===== config.mk =====
export PLATFORM = sky130hd
export DESIGN_NAME = savemem_upload
export DESIGN_NICKNAME = d
export VERILOG_FILES = /design/src/rtl/savemem_pkg.sv /design/src/rtl/savemem_wordcache.sv /design/src/rtl/savemem_upload.sv
export SDC_FILE = /design/constraint.sdc
export NUM_CORES = 1
export LEC_CHECK = 0
export BUFFER_PORTS_ARGS = -buffer_cell sky130_fd_sc_hd__buf_4
export CAP_MARGIN = 20
export CORE_ASPECT_RATIO = 1.25
export CORE_MARGIN = 3
export CORE_UTILIZATION = 40
export DETAILED_ROUTE_END_ITERATION = 12
export PLACE_DENSITY = 0.71
export SYNTH_ARGS = -nofsm -noshare
export SYNTH_HDL_FRONTEND = slang
export SYNTH_SLANG_ARGS = --single-unit

===== constraint.sdc =====
create_clock -name clk1x -period 2.53 [get_ports clk1x]
set_clock_uncertainty 0.1 [all_clocks]
set_input_delay 0.1265 -clock clk1x [delete_from_list [all_inputs] [get_ports clk1x]]
set_output_delay 0.1265 -clock clk1x [all_outputs]
set_load 0.005 [all_outputs]

===== src/rtl/savemem_pkg.sv =====
// savemem upload: shared state encoding, half-word select helper
// and SDRAM word size for the upload path.
package savemem_pkg;

  typedef enum logic [1:0] {
    IDLE,
    WAIT,
    PREF,
    DRAIN
  } state_t;

  localparam int unsigned SDR_WORD_BYTES = 4;

  // Same half order the download path packs with.
  function automatic logic [15:0] half_sel(
    input logic [31:0] w,
    input logic        hi
  );
    return hi ? w[31:16] : w[15:0];
  endfunction

endpackage


===== src/rtl/savemem_wordcache.sv =====
// savemem upload: single 32-bit word register with tag and
// valid bit, plus the hit compare against a lookup tag.
module savemem_wordcache
  import savemem_pkg::*;
(
  input  logic        clk,
  input  logic        reset_n,
  input  logic        clr,
  input  logic        wr,
  input  logic [24:0] wr_tag,
  input  logic [31:0] wr_data,
  input  logic [24:0] rd_tag,
  output logic        hit,
  output logic [31:0] data
);

  logic        valid;
  logic [24:0] tag;

  // Invalidate wins over a fill in the same cycle.
  always_ff @(posedge clk or negedge reset_n) begin
    if (!reset_n) begin
      valid <= 1'b0;
      tag   <= '0;
      data  <= '0;
    end else if (clr) begin
      valid <= 1'b0;
    end else if (wr) begin
      valid <= 1'b1;
      tag   <= wr_tag;
      data  <= wr_data;
    end
  end

  assign hit = valid && (tag == rd_tag);

endmodule


===== src/rtl/savemem_upload.sv =====
// savemem upload: streams SDRAM back over the 16-bit hps_io port.
// SAVEMEM_UPLOAD_PREFETCH_EN adds a next-word prefetch register.
module savemem_upload
  import savemem_pkg::*;
#(
  parameter logic [26:0] BASE_ADDR    = 27'h0800000,
  parameter logic [26:0] SIZE_BYTES   = 27'h0020000,
  parameter logic [5:0]  UPLOAD_INDEX = 6'd2
) (
  input  logic        clk1x,
  input  logic        reset_n,
  input  logic        ioctl_upload,
  input  logic [7:0]  ioctl_index,
  input  logic        ioctl_rd,
  input  logic [26:0] ioctl_addr,
  output logic [15:0] ioctl_din,
  output logic        ioctl_wait,
  output logic        sdr_req,
  output logic        sdr_rnw,
  output logic [26:0] sdr_addr,
  input  logic        sdr_ready,
  input  logic [31:0] sdr_dout,
  output logic        busy
);

  state_t      state, state_n;
  logic        active, active_q, rise;
  logic [15:0] din_n;
  logic        wait_n, req_n;
  logic [26:0] addr_n;
  logic [26:0] off_q, off_n;
  logic        pend_q, pend_n;
  logic [26:0] r_off;
  logic [24:0] r_tag;
  logic        r_hi, oob;
  logic        c_hit, c_wr, c_clr;
  logic [31:0] c_data;
  logic        hit_any;
  logic [31:0] hit_word;
  logic        unused_bits;

  assign active = ioctl_upload &&
                  (ioctl_index[5:0] == UPLOAD_INDEX);
  assign rise   = active && !active_q;

  // A read held during PREF is replayed from off_q.
  assign r_off = pend_q ? off_q : ioctl_addr;
  assign r_tag = r_off[26:2];
  assign r_hi  = r_off[1];
  assign oob   = (r_off >= SIZE_BYTES);

  assign sdr_rnw = 1'b1;
  assign busy    = (state != IDLE);

  assign unused_bits = ^{ioctl_index[7:6], r_off[0]};

  savemem_wordcache u_word (
    .clk     (clk1x),
    .reset_n (reset_n),
    .clr     (c_clr),
    .wr      (c_wr),
    .wr_tag  (off_q[26:2]),
    .wr_data (sdr_dout),
    .rd_tag  (r_tag),
    .hit     (c_hit),
    .data    (c_data)
  );

`ifdef SAVEMEM_UPLOAD_PREFETCH_EN
  logic        p_hit, p_wr, p_clr;
  logic [31:0] p_data;
  logic [24:0] pf_q, pf_n;
  logic [24:0] nt_r, nt_o;
  logic        ok_r, ok_o;

  assign nt_r = r_tag + 25'd1;
  assign nt_o = off_q[26:2] + 25'd1;
  assign ok_r = ({1'b0, r_tag, 2'b00} +
                 28'(SDR_WORD_BYTES)) <
                {1'b0, SIZE_BYTES};
  assign ok_o = ({1'b0, off_q[26:2], 2'b00} +
                 28'(SDR_WORD_BYTES)) <
                {1'b0, SIZE_BYTES};

  savemem_wordcache u_pref (
    .clk     (clk1x),
    .reset_n (reset_n),
    .clr     (p_clr),
    .wr      (p_wr),
    .wr_tag  (pf_q),
    .wr_data (sdr_dout),
    .rd_tag  (r_tag),
    .hit     (p_hit),
    .data    (p_data)
  );

  assign hit_any  = c_hit | p_hit;
  assign hit_word = c_hit ? c_data : p_data;

  // Tag of the word the outstanding prefetch will fill.
  always_ff @(posedge clk1x or negedge reset_n) begin
    if (!reset_n) pf_q <= '0;
    else          pf_q <= pf_n;
  end
`else
  assign hit_any  = c_hit;
  assign hit_word = c_data;
`endif

  // State and registered outputs.
  always_ff @(posedge clk1x or negedge reset_n) begin
    if (!reset_n) begin
      state      <= IDLE;
      active_q   <= 1'b0;
      ioctl_din  <= '0;
      ioctl_wait <= 1'b0;
      sdr_req    <= 1'b0;
      sdr_addr   <= '0;
      off_q      <= '0;
      pend_q     <= 1'b0;
    end else begin
      state      <= state_n;
      active_q   <= active;
      ioctl_din  <= din_n;
      ioctl_wait <= wait_n;
      sdr_req    <= req_n;
      sdr_addr   <= addr_n;
      off_q      <= off_n;
      pend_q     <= pend_n;
    end
  end

  // Next state, next outputs and cache strobes.
  always_comb begin
    state_n = state;
    din_n   = ioctl_din;
    wait_n  = ioctl_wait;
    req_n   = 1'b0;
    addr_n  = sdr_addr;
    off_n   = off_q;
    pend_n  = pend_q;
    c_wr    = 1'b0;
    c_clr   = rise;
`ifdef SAVEMEM_UPLOAD_PREFETCH_EN
    p_wr    = 1'b0;
    p_clr   = rise;
    pf_n    = pf_q;
`endif
    unique case (state)
      IDLE: begin
        if (active && (pend_q || ioctl_rd)) begin
          pend_n = 1'b0;
          if (oob) begin
            din_n  = 16'hFFFF;
            wait_n = 1'b0;
          end else if (hit_any && !rise) begin
            din_n  = half_sel(hit_word, r_hi);
            wait_n = 1'b0;
`ifdef SAVEMEM_UPLOAD_PREFETCH_EN
            if (r_hi && ok_r) begin
              req_n   = 1'b1;
              addr_n  = BASE_ADDR + {nt_r, 2'b00};
              pf_n    = nt_r;
              state_n = PREF;
            end
`endif
          end else begin
            req_n   = 1'b1;
            wait_n  = 1'b1;
            addr_n  = BASE_ADDR + {r_tag, 2'b00};
            off_n   = r_off;
            state_n = WAIT;
          end
        end else if (pend_q) begin
          pend_n = 1'b0;
          wait_n = 1'b0;
        end
      end
      WAIT: begin
        if (sdr_ready) begin
          c_wr    = 1'b1;
          din_n   = half_sel(sdr_dout, off_q[1]);
          wait_n  = 1'b0;
          state_n = IDLE;
`ifdef SAVEMEM_UPLOAD_PREFETCH_EN
          if (off_q[1] && ok_o) begin
            req_n   = 1'b1;
            addr_n  = BASE_ADDR + {nt_o, 2'b00};
            pf_n    = nt_o;
            state_n = PREF;
          end
`endif
        end else if (!active) begin
          wait_n  = 1'b0;
          state_n = DRAIN;
        end
      end
`ifdef SAVEMEM_UPLOAD_PREFETCH_EN
      PREF: begin
        if (ioctl_rd && active && !pend_q) begin
          pend_n = 1'b1;
          off_n  = ioctl_addr;
          wait_n = 1'b1;
        end
        if (sdr_ready) begin
          p_wr    = 1'b1;
          state_n = IDLE;
        end else if (!active) begin
          pend_n  = 1'b0;
          wait_n  = 1'b0;
          state_n = DRAIN;
        end
      end
`endif
      DRAIN: begin
        wait_n = 1'b0;
        if (sdr_ready) begin
          c_clr   = 1'b1;
`ifdef SAVEMEM_UPLOAD_PREFETCH_EN
          p_clr   = 1'b1;
`endif
          state_n = IDLE;
        end
      end
      default: state_n = IDLE;
    endcase
  end

endmodule


==> flow_summary_export.csv, run 1 <==
group,metric,value,unit
sta,slew_headroom,40.3,%
sta,slew_viol_final,0,
cells_and_area,areaGrowthSynthToFinish,36.6,%
clock_tree,cts_buffers,9,
synth,yosys.cell_count.top_type,"dfrtp_1",
sta,rsz0062_at_grt,"yes",
clock_tree,cts_setup_buffers,0,
cells_and_area,drive_above_1_share,45.8,%
placed_design,place_area,6300,um^2
global_routing,antenna_found_initial,0,
sta,layout_setup_ws,-88.7,ps
synth,yosysUniqueCellTypes,40,
sta,min_period,2620,ps
synth,yosys_warnings,0,
synth,syn-cell-area,5300,um^2
die,coreArea,12800,um^2
die,die_area,14700,um^2
die,core.rowCount,46,
global_routing,grt_pass1_vias,4170,
clock_tree,path_clk_slew,80,ps
die,die_height,135,um
die,ios,119,
cells_and_area,insertedDiodeCount,0,
global_routing,grt.overflow.total,0,
synth,synth-seq-area-share,51.5,%
global_routing,grt_max_degree,36,
cells_and_area,fin_util,56.4,%
sta,worstMarginPinSlew,893,ps
synth,synth_cells,413,
synth,netlist_top_cells_area,"dfrtp_1 (51%), mux2_2 (19%), xnor2_1 (4.1%)",
global_routing,grt_first_pass_wirelength,21.2,mm
clock_tree,cts_sinks,109,
die,start_util,41.3,%
setup_path,path_class,"reg -> reg",
cells_and_area,fin_area,7240,um^2
job,drv_cap,0,
synth,yosys.area.top_type,"dfrtp_1",
setup_path,critPathArrivalTime,2740,ps
sta,period_share,104,%
setup_path,critPathRequiredTime,2650,ps
global_routing,gr-usage-all-layers,18.5,%
clock_tree,insertion_delay,340,ps
detailed_routing,antenna_left,0,
detailed_routing,drc,0,
sta,clock.fmax,0.382,GHz
placed_design,dp_hpwl,9.18,mm
setup_path,rr_worst_depth,7,
synth,synth-seq-cells,109,
setup_path,path_max_fanout,16,
setup_path,reg2reg_slack,-90,ps
detailed_routing,wirelength,13.3,mm
sta,hold_violations,0,
status,violations,"negative setup slack",
synth,synthArstFlopShare,100,%
setup_path,endpoint_kind,"flop",
synth,synth_edf_count,0,
clock_tree,cts_root_buffer,"clkbuf_16",
placed_design,port_buffers,113,
synth,synth_common_cells,"dfrtp_1 (109), mux2_2 (90), buf_4 (25), xnor2_1 (25), nor2b_1 (19)",
detailed_routing,firstDrtPassIters,4,
hold_path,hold_class,"in -> reg",
detailed_routing,avgViaCountPerCell,5.13,
synth,synth_ff_type,"dfrtp_1",
status,outcome,"complete, but fails checks",
setup_path,r2r-end,"ioctl_din[15]",
clock_tree,cts_max_level,3,
synth,postSynthAreaPerCell,12.8,um^2
clock_tree,cts_tree,"built",
die,die_w,109,um
hold_path,min_from,"ioctl_rd",
pwr,peakVddDrop,0.289,mV
sta,hold_slack,34.3,ps
cells_and_area,fin_nets,646,
setup_path,crit_path_start,"u_word.tag[12]",
sta,setup_viol,16,
detailed_routing,vias,3820,
pwr,p_per_area,514,nW/um^2
hold_path,min_path_cells,3,
setup_path,critical_path.endpoint,"ioctl_din[15]",
detailed_routing,drt-initial-drc-count,150,
setup_path,worstSetupStartpointType,"flop",
sta,setup_tns,-1010,ps
clock_tree,cts_buffer_depth,2,
synth,synth.top_cell.area_share,51.5,%
setup_path,reg2reg_from,"u_word.tag[12]",
placed_design,gp_congestion,0.778,
detailed_routing,wire_per_inst,17.8,um
pwr,p_leak,3.53,nW
[power by group]
| group | switching [mW] | total (mW) | internal [mW] |
|---|---|---|---|
| Combinational | 0.169 | 0.431 | 0.261 |
| Sequential | 0.0271 | 1.81 | 1.78 |
| Clock | 0.649 | 1.48 | 0.835 |
| Total | 0.845 | 3.72 | 2.88 |
[through the flow]
step	worst slack (ps)	total power, mW	cells
floorplan	-75.2	1.96	414
global placement	-103	2.19	673
detailed placement	-129	2.20	673
CTS	-72.1	3.75	743
global route	-153	3.87	744
finish	-88.7	3.72	744
[worst min path at each step]
| stage | to |
|---|---|
| after floorplan | active_q |
| after global placement | u_word.data[13] |
| after detailed placement | u_word.data[13] |
| after CTS | sdr_req |
| after global routing | off_q[21] |
| final | sdr_req |
[state kept, by name, summed over array words and instances, names as in the netlist]
| signal | flops |
|---|---|
| ioctl_din | 16 |
| off_q | 26 |
| ioctl_wait | 1 |
| active_q | 1 |
| u_word.data | 32 |
| u_word.tag | 25 |
| sdr_addr | 4 |
| sdr_req | 1 |
| u_word.valid | 1 |
| state | 2 |
[cells by family (layout without fill, tap and decap cells)]
family | Yosys count | in the layout | share of synthesized area (%)
other | 2 | 3 | 0.142
flip-flops | 109 | 109 | 51.5
multiplexers | 116 | 116 | 25.0
XOR/XNOR | 26 | 26 | 4.30
AO/OA/AOI/OAI | 39 | 39 | 5.07
buffers and inverters | 49 | 211 | 5.71
adder cells (fa/ha/maj) | 3 | 3 | 0.708
AND/OR/NAND/NOR | 69 | 69 | 7.65
[cell type report]
class | count | area (um^2)
tap | 168 | 210
sequential | 109 | 2730
clock inverter | 5 | 67.6
fill | 1044 | 5590
clock buffer | 11 | 253
multi-input combinational | 256 | 2340
timing repair buffer | 191 | 1630
inverter | 4 | 15.0
[cells in the final DEF (no fill, tap or decap), types with 3 or more instances in the layout]
cell and instances:
xnor2_2 7, nand4_1 11, xnor2_1 18, buf_12 3, dfrtp_1 109, dlygate4sd3_1 54, mux2i_1 16, nor2_1 9
clkinv_4 3, conb_1 3, clkbuf_16 9, a31oi_1 16, inv_1 4, nor2b_1 19, a211oi_1 16, ha_1 3
nand2_1 6, mux2_2 90, nand3_1 3, mux2_4 10, nor4_1 5, buf_4 133
[critical path, cell delays in order (launching register included)]
cell     delay (ps)
dfrtp_1         420
xnor2_2         190
nand4_1         120
or4_1           470
or4b_4          500
a31o_1          220
buf_12          170
mux2_4          310
[routing by layer]
layer / wire length, um / track usage [%] / share of wire, % / vias up
li1: - / - / - / 1777
met1: 5830 / 23.6 / 44 / 1934
met2: 6780 / 32.5 / 51 / 104
met3: 595 / 3.25 / 4.5 / 5
met4: 68 / 4.07 / 0.51 / 0
met5: 0 / 0 / 0 / -
[timing repair]
item | in CTS | in global routing
endpoints found under the setup margin | 16 | 16
pin swaps | 1 | 0
gates resized for setup | 4 | 4
hold buffers | 54 | 0
endpoints found under the hold margin | 85 | 0
No activity file was read; power rests on OpenSTA's default activity.
==> run 2, diff against run 1 <==
Settings changed: RECOVER_POWER set to 100.
==> flow_summary_export.csv, run 2 (synthesized netlist as in run 1, its figures left out) <==
group,metric,value,unit
placed_design,dp.cells,673,
clock_tree,cts_buffers,9,
setup_path,endpoint_kind,"flop",
placed_design,place_area,6300,um^2
placed_design,gp_congestion,0.778,
cells_and_area,fin_util,55.9,%
clock_tree,path_clk_slew,80,ps
clock_tree,cts_buffer_depth,2,
detailed_routing,drt-initial-drc-count,163,
cells_and_area,fill_cells,1057,
sta,setup_tns,-976,ps
global_routing,antenna_found_initial,0,
clock_tree,cts_setup_buffers,0,
die,start_util,41.3,%
placed_design,dp_hpwl,9.18,mm
detailed_routing,avgViaCountPerCell,5.17,
pwr,p_per_area,518,nW/um^2
cells_and_area,layout_commonest_cell,"dfrtp_1",
job,drv_cap,0,
global_routing,gr-usage-all-layers,18.5,%
cells_and_area,fin_nets,646,
detailed_routing,vias,3847,
cells_and_area,fin_area,7180,um^2
global_routing,grt_first_pass_wirelength,21.2,mm
sta,clock.fmax,0.382,GHz
sta,rsz0062_at_grt,"yes",
sta,period_share,103,%
detailed_routing,drc,0,
die,die_height,135,um
sta,worstMarginPinSlew,901,ps
clock_tree,cts_tree,"built",
cells_and_area,layout_common_cells,"dfrtp_1 (109), mux2_2 (89), buf_4 (81)",
clock_tree,cts_max_level,3,
status,outcome,"complete, but fails checks",
sta,slew_headroom,39.9,%
die,die_w,109,um
setup_path,critPathArrivalTime,2740,ps
pwr,total_power,3.72,mW
status,violations,"negative setup slack",
cells_and_area,largest_reg_flops,32,
die,core.rowCount,46,
setup_path,critPathRequiredTime,2650,ps
die,coreArea,12800,um^2
hold_path,hold_class,"in -> reg",
sta,hold_violations,0,
detailed_routing,antenna_left,0,
clock_tree,insertion_delay,340,ps
cells_and_area,reg_top3,"u_word.data: 32 flops, off_q: 26 flops, u_word.tag: 25 flops",
cells_and_area,top_register,"u_word.data",
setup_path,path_max_fanout,16,
setup_path,worstSetupStartpointType,"flop",
placed_design,pre_cts_slack,-129,ps
pwr,p_leak,3.47,nW
setup_path,path_class,"reg -> reg",
sta,layout_setup_ws,-86.6,ps
clock_tree,cts_sinks,109,
clock_tree,cts_root_buffer,"clkbuf_16",
cells_and_area,insertedDiodeCount,0,
cells_and_area,instances_no_fill,744,
cells_and_area,areaGrowthSynthToFinish,35.4,%
global_routing,grt_max_degree,36,
global_routing,grt_pass1_vias,4170,
detailed_routing,firstDrtPassIters,4,
sta,min_period,2620,ps
placed_design,port_buffers,113,
sta,hold_slack,34.1,ps
die,ios,119,
detailed_routing,wirelength,13.3,mm
sta,slew_viol_final,0,
die,die_area,14700,um^2
cells_and_area,drive_above_1_share,44.1,%
sta,setup_viol,16,
global_routing,grt.overflow.total,0,
detailed_routing,wire_per_inst,17.8,um
pwr,peakVddDrop,0.290,mV
==> run 2: cell types whose count changed in the layout (fill, tap and decap cells not counted), sizes merged <==
cell	previous run	this run
buf	137	84
clkbuf	11	64
==> run 2: metal layers <==
layer / wire length [um] / vias up / track usage [%]
li1: - / 1782 / -
met1: 5720 / 1948 / 23.6
met2: 6820 / 112 / 32.5
met3: 658 / 5 / 3.25
met4: 68 / 0 / 4.07
met5: 0 / - / 0
==> run 2: worst max-delay path, cell delays in order (launching register included) <==
cell and delay [ps]:
dfrtp_1 420, xnor2_2 190, nand4_1 120, or4_1 470, or4b_4 500, a31o_1 220, buf_12 170, mux2_4 310
==> run 2: worst paths after layout <==
path                                   end  slack [ps]  cells after the start      startpoint
max in group asynchronous     ioctl_din[0]         790                      3         reset_n
hold reg to reg                  off_q[25]         400                      1       off_q[25]
setup reg to reg             ioctl_din[15]         -90                      7  u_word.tag[12]
hold / removal                     sdr_req          30                      3        ioctl_rd
min in group asynchronous  u_word.data[13]         350                      2         reset_n
setup / recovery             ioctl_din[15]         -90                      7  u_word.tag[12]
==> run 2: layout make-up <==
type,count,area [um^2],area share (%)
repair buffers,191,1560,21.7
multi-input cells,256,2340,32.7
well taps,168,210,2.93
inverters,4,15.0,0.209
clock inverters,5,67.6,0.942
clock buffers,11,253,3.52
flip-flops and latches,109,2730,38.0
==> run 2: power breakdown <==
group	switching [mW]	total, mW	leakage, nW	internal [mW]
clock network	0.651	1.49	0.158	0.835
registers	0.0261	1.81	1.51	1.78
logic	0.169	0.421	1.80	0.253
total	0.845	3.72	3.47	2.87
==> run 2: timing repair <==
item / 4_1_cts / 5_1_grt
cloned: 0 / 0
endpoints found under the hold margin: 85 / 0
endpoints found under the setup margin: 16 / 16
pin swaps: 1 / 0
gates resized for setup: 4 / 4
hold buffers: 54 / 0
==> run 3, diff against run 2 <==
Settings changed: HOLD_SLACK_MARGIN set to 0.15, SYNTH_HIERARCHICAL set to 1, TNS_END_PERCENT set to 5.
==> flow_summary_export.csv, run 3 <==
group,metric,value,unit
status,outcome,"completed",
detailed_routing,vias,3947,
setup_path,cp.buffers_inverters,4,
synth,synth_ff_type,"dfrtp_1",
sta,slew_headroom,18.2,%
sta,setup_viol,0,
sta,hold_slack,181,ps
clock_tree,cts_root_buffer,"clkbuf_16",
setup_path,critPathArrivalTime,2650,ps
detailed_routing,wirelength,13.5,mm
clock_tree,cts_tree,"built",
detailed_routing,drc,0,
setup_path,worstSetupStartpointType,"primary input",
cells_and_area,reg_top3,"u_word/data: 32 flops, off_q: 26 flops, u_word/tag: 25 flops",
pwr,p_per_area,496,nW/um^2
setup_path,path_class,"in -> reg",
setup_path,cp_num_cells,12,
pwr,peakVddDrop,0.337,mV
setup_path,crit_family,"buffers and inverters",
pwr,p_leak,3.40,nW
global_routing,gr-usage-all-layers,18.0,%
setup_path,endpoint_kind,"flop",
cells_and_area,layout_common_cells,"dfrtp_1 (109), mux2_2 (81), buf_4 (73)",
pwr,p_int,2.75,mW
sta,hold_violations,0,
setup_path,path_max_fanout,5,
sta,rsz0062_at_grt,"yes",
clock_tree,path_clk_slew,80,ps
detailed_routing,avgViaCountPerCell,5.19,
sta,worstMarginPinSlew,1230,ps
detailed_routing,drt-initial-drc-count,169,
pwr,total_power,3.64,mW
placed_design,dp_hpwl,8.85,mm
die,coreArea,12900,um^2
synth,synth_edf_count,0,
job,drv_cap,0,
sta,slew_viol_final,0,
sta,clock.fmax,0.398,GHz
synth,synth-seq-cells,109,
clock_tree,cts_buffers,9,
synth,yosysUniqueCellTypes,39,
global_routing,antenna_found_initial,0,
pwr,switchingPower,888,uW
die,die_area,14900,um^2
synth,yosys.area.top_type,"dfrtp_1",
die,core.rowCount,46,
cells_and_area,largest_reg_flops,32,
synth,synth.top_cell.area_share,50.5,%
sta,period_share,99.3,%
synth,netlist_top_cells_area,"dfrtp_1 (51%), mux2_2 (17%), a211oi_1 (4.4%)",
setup_path,slowest_delay,600,ps
detailed_routing,wire_per_inst,17.8,um
die,die_w,110,um
cells_and_area,areaGrowthSynthToFinish,35.8,%
hold_path,hold_class,"in -> reg",
global_routing,grt_pass1_vias,4101,
placed_design,gp_congestion,0.778,
clock_tree,cts_buffer_depth,2,
sta,min_period,2510,ps
cells_and_area,fin_nets,663,
setup_path,cp_slowest_cell,"dlygate4sd3_1",
detailed_routing,firstDrtPassIters,4,
synth,synth-seq-area-share,50.5,%
synth,syn-cell-area,5400,um^2
synth,yosys.cell_count.top_type,"dfrtp_1",
die,ios,119,
die,die_height,136,um
setup_path,critPathRequiredTime,2670,ps
cells_and_area,insertedDiodeCount,0,
synth,synthArstFlopShare,100,%
cells_and_area,drive_above_1_share,41.3,%
global_routing,grt_max_degree,50,
clock_tree,insertion_delay,350,ps
synth,synth_cells,424,
sta,setup_tns,0,ps
setup_path,crit_chain,"dlygate4sd3_1 > xor2_1 > nor4_1 > nand3_1 > nor4_2 > inv_1 > a31o_4 > nand2_4 > nor4_4 > buf_6 > clkbuf_16 > mux2_4",
synth,postSynthAreaPerCell,12.7,um^2
setup_path,reg2reg_slack,40,ps
global_routing,grt.overflow.total,0,
cells_and_area,top_register,"u_word/data",
die,start_util,41.7,%
placed_design,port_buffers,113,
pwr,swShare,24.4,%
global_routing,grt_first_pass_wirelength,20.7,mm
pwr,p_seq_share,50.7,%
setup_path,rr_worst_depth,11,
pwr,pwr-share-clk,37.2,%
cells_and_area,layout_commonest_cell,"dfrtp_1",
clock_tree,cts_max_level,3,
detailed_routing,antenna_left,0,
synth,yosys_warnings,6,
hold_path,min_path_cells,5,
clock_tree,cts_sinks,109,
pwr,p_comb_share,12.1,%
synth,synth_common_cells,"dfrtp_1 (109), mux2_2 (81), nor2b_1 (36)",
## run 3: changes by cell type after synthesis, sizes merged, moves of 6 or more
cell	change
a211oi	+16
a21oi	+17
a31oi	-15
mux2i	-16
nand4	-8
nor2	-6
nor2b	+17
xnor2	-16
xor2	+16
## run 3: repair_timing
item / CTS / global route
endpoints found under the hold margin: 125 / 2
gates resized for setup: 2 / 15
endpoints found under the setup margin: 43 / 44
hold buffers: 61 / 2
gates cloned: 0 / 4
pin swaps: 1 / 7
setup buffers: 1 / 2
## run 3: area by class of cell
cell class / count / area [um^2]
Clock buffer: 10 / 229
Inverter: 7 / 26.3
Fill cell: 1066 / 5620
Tap cell: 168 / 210
Multi-Input combinational cell: 265 / 2410
Sequential cell: 109 / 2730
Timing Repair Buffer: 196 / 1680
Clock inverter: 6 / 55.1
## run 3: kinds of logic (layout without fill, tap and decap cells)
logic type / Yosys count / count (layout) / share of synthesized area, %
compound gates: 58 / 58 / 7.69
xor+xnor: 26 / 26 / 4.22
fa+ha+maj: 3 / 3 / 0.695
buf+inv: 51 / 219 / 6.30
flops: 109 / 109 / 50.5
mux: 100 / 100 / 21.5
other cells: 2 / 3 / 0.139
simple gates: 75 / 75 / 8.90
## run 3: worst paths after layout
kind,start,end
worst max-delay path,ioctl_addr[6],off_q[16]
worst min-delay path,ioctl_index[3],active_q
worst max register to register,u_word/tag[10],off_q[16]
worst min register to register,u_word/data[8],u_word/data[8]
max in group asynchronous,reset_n,u_word/data[0]
min in group asynchronous,reset_n,ioctl_din[6]
## run 3: per-layer routing
metal / routed length (um) / vias to the layer above / track usage [%]
met2: 6940 / 127 / 32.1
met1: 5750 / 1980 / 21.9
met5: 0 / - / 0
met3: 675 / 21 / 3.37
li1: - / 1819 / -
met4: 163 / 0 / 5.06
## run 3: per-stage QoR
| step | worst slack, ps | utilization (%) | std cells | area (um^2) |
|---|---|---|---|---|
| after floorplan | 240 | - | 425 | 5400 |
| after global placement | -115 | 48.8 | 680 | 6320 |
| after detailed placement | -194 | 48.8 | 680 | 6320 |
| after CTS | 0.541 | 55.9 | 758 | 7240 |
| after global routing | -35.9 | 56.6 | 761 | 7330 |
| final | 18.0 | 56.6 | 761 | 7330 |
## run 3: worst min-delay path: stages
cell	delay (ps)
buf_4	80
nor3b_1	50
buf_4	140
nand2_1	100
inv_1	80
## run 3: power groups by stage
stage | Sequential [mW] | Clock (mW) | Combinational [mW]
finish | 1.85 | 1.35 | 0.440
global route | 1.85 | 1.47 | 0.477
CTS | 1.85 | 1.39 | 0.452
detailed placement | 1.88 | 0 | 0.374
global placement | 1.88 | 0 | 0.365
floorplan | 1.87 | 0 | 0.133
